File: src/rtl/ssd_scan_ctrl.sv
// rtl/ssd_scan_ctrl.sv - 4-digit seven-segment scan controller with tear-free value update
//
// Scans four nibbles of a 16-bit display value onto one shared segment decoder
// and drives the active-low anodes of a common-anode 4-digit display.
//
// Ports:
//   i_clk       system clock, all state on the rising edge
//   i_rst_n     asynchronous active-low reset
//   i_din       value to display: [3:0] rightmost digit 0 .. [15:12] digit 3
//   i_load      single-cycle strobe, captures i_din as the next value
//   i_en_mask   per-digit enable, 0 keeps that anode off
//   i_lzb       leading-zero blanking enable
//   o_digit     nibble of the scanned digit, to the shared decoder
//   o_ssd_ctl   anode enables, active-low, at most one bit low
//   o_scan_idx  index of the scanned digit
//   o_upd_done  one-cycle pulse when a loaded value becomes visible
module ssd_scan_ctrl #(
  parameter int DIV       = 100000,
  parameter int BLANK_CYC = 2
) (
  input  logic        i_clk,
  input  logic        i_rst_n,
  input  logic [15:0] i_din,
  input  logic        i_load,
  input  logic [3:0]  i_en_mask,
  input  logic        i_lzb,
  output logic [3:0]  o_digit,
  output logic [3:0]  o_ssd_ctl,
  output logic [1:0]  o_scan_idx,
  output logic        o_upd_done
);

  localparam int CW = $clog2(DIV);

  logic [CW-1:0] r_cnt;
  logic [1:0]    r_idx;
  logic [15:0]   r_disp;
  logic [15:0]   r_pend;
  logic          r_pend_v;
  logic          r_upd_done;

  logic          w_tick;
  logic          w_fb;
  logic          w_lz_blank;
  logic          w_drive;

  assign w_tick = (r_cnt == CW'(DIV - 1));
  // The displayed value only changes at the end of digit 3, so a frame never mixes two values.
  assign w_fb   = w_tick && (r_idx == 2'd3);

  always_ff @(posedge i_clk or negedge i_rst_n) begin
    if (!i_rst_n) begin
      r_cnt      <= '0;
      r_idx      <= 2'd0;
      r_disp     <= 16'h0000;
      r_pend     <= 16'h0000;
      r_pend_v   <= 1'b0;
      r_upd_done <= 1'b0;
    end else begin
      r_upd_done <= 1'b0;

      if (w_tick) begin
        r_cnt <= '0;
        r_idx <= r_idx + 2'd1;
      end else begin
        r_cnt <= r_cnt + CW'(1);
      end

      if (w_fb) begin
        // A load on the boundary cycle bypasses the pending register.
        if (i_load) begin
          r_disp     <= i_din;
          r_pend_v   <= 1'b0;
          r_upd_done <= 1'b1;
        end else if (r_pend_v) begin
          r_disp     <= r_pend;
          r_pend_v   <= 1'b0;
          r_upd_done <= 1'b1;
        end
      end else if (i_load) begin
        r_pend   <= i_din;
        r_pend_v <= 1'b1;
      end
    end
  end

  // Digit k is a leading zero when nibbles k..3 of the shown value are all zero; digit 0 always shows.
  always_comb begin
    w_lz_blank = 1'b0;
    case (r_idx)
      2'd1:    w_lz_blank = (r_disp[15:4]  == 12'h000);
      2'd2:    w_lz_blank = (r_disp[15:8]  == 8'h00);
      2'd3:    w_lz_blank = (r_disp[15:12] == 4'h0);
      default: w_lz_blank = 1'b0;
    endcase
  end

  // Anodes stay off for the first BLANK_CYC cycles of each slot to avoid ghosting.
  assign w_drive = i_en_mask[r_idx] && (int'(r_cnt) >= BLANK_CYC) && !(i_lzb && w_lz_blank);

  assign o_digit    = r_disp[4*r_idx +: 4];
  assign o_scan_idx = r_idx;
  assign o_ssd_ctl  = w_drive ? ~(4'b0001 << r_idx) : 4'b1111;
  assign o_upd_done = r_upd_done;

endmodule
File: config.mk
export PLATFORM = sky130hd
export DESIGN_NAME = ssd_scan_ctrl
export DESIGN_NICKNAME = d
export VERILOG_FILES = /design/src/rtl/ssd_scan_ctrl.sv
export SDC_FILE = /design/constraint.sdc
export NUM_CORES = 1
export LEC_CHECK = 0
export BUFFER_PORTS_ARGS = -buffer_cell sky130_fd_sc_hd__buf_2
export CORE_ASPECT_RATIO = 2
export CORE_MARGIN = 2
export CORE_UTILIZATION = 40
export DETAILED_ROUTE_END_ITERATION = 10
export PLACE_DENSITY = 0.6
export SYNTH_ARGS = -nofsm -noshare
export SYNTH_HDL_FRONTEND = slang
export SYNTH_SLANG_ARGS = --single-unit
File: constraint.sdc
create_clock -name i_clk -period 3.2 [get_ports i_clk]
set_input_delay 0 -clock i_clk [delete_from_list [all_inputs] [get_ports i_clk]]
set_output_delay 0 -clock i_clk [all_outputs]
set_load 0.05 [all_outputs]
### Word-level counts from Yosys, hierarchy flattened

Index checks and enable logic that the tools add are counted.

* order comparisons: 2
* reduce and logical (&&, ||, !) cells: 12
* multiplexer cells: 12
* shift-type cells: 2
* equality and inequality tests: 4
* add/sub/neg operators: 2
* bitwise operators: 2

Operators with widths (count)
* 16-bit two-way mux: 2
* 17-bit by 1-bit adder with 17-bit output, second input constant: 1
* 17-bit == test, second input constant: 1
* 17-bit by 2-bit greater-or-equal comparator with 1-bit output, second input constant: 1
* 17-bit two-way mux: 1
* 16-bit by 5-bit variable part select with 4-bit output: 1
* 12-bit zero test: 1
* 8-bit zero test: 1
* 1-bit two-way mux: 6
* 2-bit == test, second input constant: 2
* 1-bit logical AND: 4
* 4-bit zero test: 1
* 4-bit two-way mux: 1
* 4-bit NOT: 1
* 2-bit AND reduction: 2
* 2-bit nonzero test: 2
* 1-bit by 2-bit << shifter with 4-bit output, first input constant: 1
* 2-bit by 3-bit < comparator with 1-bit output, second input constant: 1
* 1-bit case mux with 3 select lines: 1
* 2-bit by 1-bit adder with 2-bit output, second input constant: 1
* 1-bit binary-select mux with 2-bit select: 1
* 2-bit by 1-bit == test with 1-bit output, second input constant: 1
* 1-bit zero test: 1
* 1-bit NOT: 1

* word-level logic and storage cells: 42
* register bits: 53

### Logic depth before layout (Yosys ltp)

* depth in word-level cells: 6
* mapped depth: 8
* mapped depth without buffers: 6

### Least setup slack after synthesis

Ideal clock, no wire load.

* kind: register to register
* start: reg r_cnt[8]
* end: reg r_disp[0]
* setup time: 123 ps
* stages on the path, launching flop included: 8
* setup slack: 651 ps
* path buffers: 2
* data arrival time: 2426 ps
* period minus slack after synthesis: 2549 ps
* data required time: 3077 ps
* cells stage by stage: dfrtp_1 > or4_1 > or4_1 > buf_2 > nor3_4 > nand2_1 > buf_2 > o221a_2

* word-level cells in the longest chain between the ends: 3

RTL lines
* start, declared: RTL line 35 `logic [CW-1:0] r_cnt;`
* start signal, assigned: RTL line 66 `r_cnt <= r_cnt + CW'(1);`
* 17-bit == test: RTL line 47 `assign w_tick = (r_cnt == CW'(DIV - 1));`
* 1-bit logical AND: RTL line 49 `assign w_fb = w_tick && (r_idx == 2'd3);`
* 2-bit AND reduction (no line)
* end signal, assigned: RTL line 72 `r_disp <= i_din;`
* end signal, assigned: RTL line 76 `r_disp <= r_pend;`
* end, declared: RTL line 37 `logic [15:0] r_disp;`

Every way passes these cells.
A chain may end at the register's enable or synchronous reset.

### Final worst setup path

* start: reg r_cnt[8]
* end: reg r_disp[14]

The elaborated chain is that of the path after synthesis.

==> flow_metrics.py <==
metrics = {
    "timing": {
        "tightest_slew_ns": 0.9937,
        "setup_viol": 0,
        "drv_slew": 0,
        "period_share_pct": 85.25,
        "slew_headroom_pct": 33.75,
        "hold_ws_ns": 0.3335,
        "hold_viol": 0,
        "tns_ns": 0,
        "fmax_ghz": 0.3666,
        "grt_setup_unrepaired": "false",
        "finalClockSkew_ns": 0.006660,
        "post-route-min-period_ns": 2.728,
    },
    "clock_tree": {
        "max-clock-path-buffers": 2,
        "cts_root_buf": "clkbuf_16",
        "cts.sinks": 53,
        "ctsResizeCount": 0,
        "clock_latency_ns": 0.30,
        "htreeDepth": 2,
        "numCtsBuffers": 5,
        "clk_pin_slew_ns": 0.06,
        "cts_tree": "yes",
    },
    "worst_hold_path": {
        "holdPathStages": 3,
        "hold_class": "in2reg",
    },
    "routing": {
        "wl_per_cell_microns": 17.39,
        "drc_errors": 0,
        "via_count": 2152,
        "dr.pass1.iters": 4,
        "via_per_inst": 5.546,
        "first_iter_violations": 85,
        "wirelength_microns": 6747,
        "ant_nets": 0,
    },
    "final_layout": {
        "finalNetCount": 330,
        "syn2layout_area_growth_pct": 21.42,
        "antennaDiodeCount": 0,
        "instances_no_fill": 388,
        "layout-drive-gt1-share_pct": 29.67,
        "fillers": 646,
        "final-seq-area_sq_um": 1326,
        "multi_input_area_sq_um": 1297,
        "final_common_cell": "dfrtp_1",
        "final_cell_mix": "53 x dfrtp_1, 34 x buf_2, 31 x nor2_1",
    },
    "placement": {
        "dp.cells": 363,
        "port_buffers": 34,
        "dp_hpwl_microns": 4835,
        "gp_congestion": 0.9481,
    },
    "power_and_ir_drop": {
        "p_leak_nw": 1.447,
        "power-per-cell-area_nw_per_um2": 412.3,
        "p_sw_mw": 0.3053,
        "p_seq_share_pct": 51.4,
        "p_comb_share_pct": 6.9,
        "p_int_mw": 1.054,
        "p_sw_share_pct": 22.45,
        "finalPower_mw": 1.360,
        "pwr-share-clk_pct": 41.7,
        "ir_drop_uv": 303.9,
    },
    "grt": {
        "antenna_found_initial": 0,
        "grt_max_degree": 44,
        "grt_pass1_vias": 2255,
        "grt_first_pass_wirelength_microns": 11250,
        "overflow": 0,
        "grt.total_usage_pct": 19.61,
    },
    "synth": {
        "ys_ff_latch": 53,
        "ys_types": 30,
        "synth_top_area_share_pct": 48.83,
        "syn_inst": 249,
        "synth.avg_cell_area_sq_um": 10.91,
        "syn_nets": 280,
        "yosys_warnings": 0,
        "yosysTopAreaCell": "dfrtp_1",
        "synth_area_leaders": "dfrtp_1 49%, mux2_2 6.6%, o221a_2 6.6%",
        "synth_area_sq_um": 2716,
        "seq_area_frac_synth_pct": 48.83,
    },
    "setup_path": {
        "critical_path.startpoint_type": "flop",
        "cp_max_fo": 16,
        "required_ns": 3.38,
        "end_kind": "flop",
        "rr_worst_depth": 5,
        "timing_worst_setup_path_type": "reg2reg",
        "crit_arrival_ns": 2.91,
    },
    "floorplan": {
        "core_area_sq_um": 6621,
        "die_w_microns": 62.27,
        "pin_count": 35,
        "start_util_pct": 41.02,
        "num_rows": 42,
        "dieArea_sq_um": 7506,
        "die_y_microns": 120.5,
    },
    "job": {
        "cap_violations": 0,
    },
    "run_status": {
        "status": "finished clean",
    },
}
[routing by layer]
metal | part of all wire [%] | vias to the layer above | GRT usage [%] | routed length, microns
li1 | - | 1001 | - | -
met1 | 37 | 1071 | 21.23 | 2523
met2 | 55 | 59 | 35.53 | 3700
met3 | 3.1 | 21 | 3.349 | 209
met4 | 4.6 | 0 | 11.39 | 313
met5 | 0 | - | 0 | 0
[kinds of logic (layout without fill, tap and decap cells)]
kind of cell,Yosys count,count (layout),synth area share [%]
fa+ha+maj,7,7,3.224
xor+xnor,15,15,4.837
simple gates,96,96,18.15
buf+inv,20,71,3.409
compound gates,37,37,10.78
flops,53,53,48.83
mux,21,21,10.78
[path summary, 6_finish.rpt]
| kind | from | to | slack, ns |
|---|---|---|---|
| hold / removal | i_load | r_pend_v | 0.33 |
| max in group asynchronous | i_rst_n | r_disp[14] | 2.05 |
| setup / recovery | r_cnt[8] | r_disp[14] | 0.47 |
| min in group asynchronous | i_rst_n | r_pend[2] | 0.42 |
| setup reg to reg | r_cnt[8] | r_disp[14] | 0.47 |
| hold reg to reg | r_cnt[13] | r_cnt[13] | 0.49 |
[state kept, by name, indices dropped and copies added, names as in the netlist]
name	cells
o_scan_idx	2
o_upd_done	1
r_cnt	17
r_disp	16
r_pend	16
r_pend_v	1
[through the flow]
step	setup slack, ns	area, sq um	utilization, %
2_1_floorplan	0.6509	2716	-
3_3_place_gp	0.5508	2972	44.88
3_5_place_dp	0.4879	2972	44.88
4_1_cts	0.4739	3298	49.81
5_1_grt	0.3558	3298	49.81
6_report	0.4719	3298	49.81
[power groups by stage]
stage	Sequential, mW	Combinational [mW]	Clock [mW]
finish	0.699	0.0937	0.567
CTS	0.699	0.0953	0.586
global route	0.700	0.104	0.613
global placement	0.711	0.0789	0
floorplan	0.710	0.0435	0
detailed placement	0.712	0.0795	0
[area by class of cell]
type | instances | area share (%)
Sequential cell | 53 | 40.21
Multi-Input combinational cell | 176 | 39.34
Timing Repair Buffer | 57 | 11.68
Clock buffer | 6 | 4.211
Tap cell | 88 | 3.338
Inverter | 6 | 0.6829
Clock inverter | 2 | 0.5311
[Yosys cell counts, drive strengths merged]
cell and count:
o21bai 2, nor2b 1, a21oi 15, o21ai 3, nand2b 1, xor2 6
dfrtp 53, or2 2, buf 4, mux4 5, nand3 11, o221a 16
nor2 31, nand3b 4, o21a 1, nand2 9, nor3b 1, nor3 20
or4 3, or4bb 1, and4 1, mux2 16, inv 6, ha 7
xnor2 9, nand4 3, nor4 8, clkbuf 10
[repair_timing]
item                       4_1_cts  5_1_grt
hold endpoints to repair        71        0
setup buffers                    0        0
setup endpoints to repair        0        0
hold buffers                    17        0
[critical path, cell delays in order (launching register included)]
cell and delay [ns]:
dfrtp_1 0.41, or4_1 0.55, or4_1 0.65, nor3_4 0.21
nand2_1 0.39, o221a_2 0.40
No activity file was read; power rests on OpenSTA's default activity.
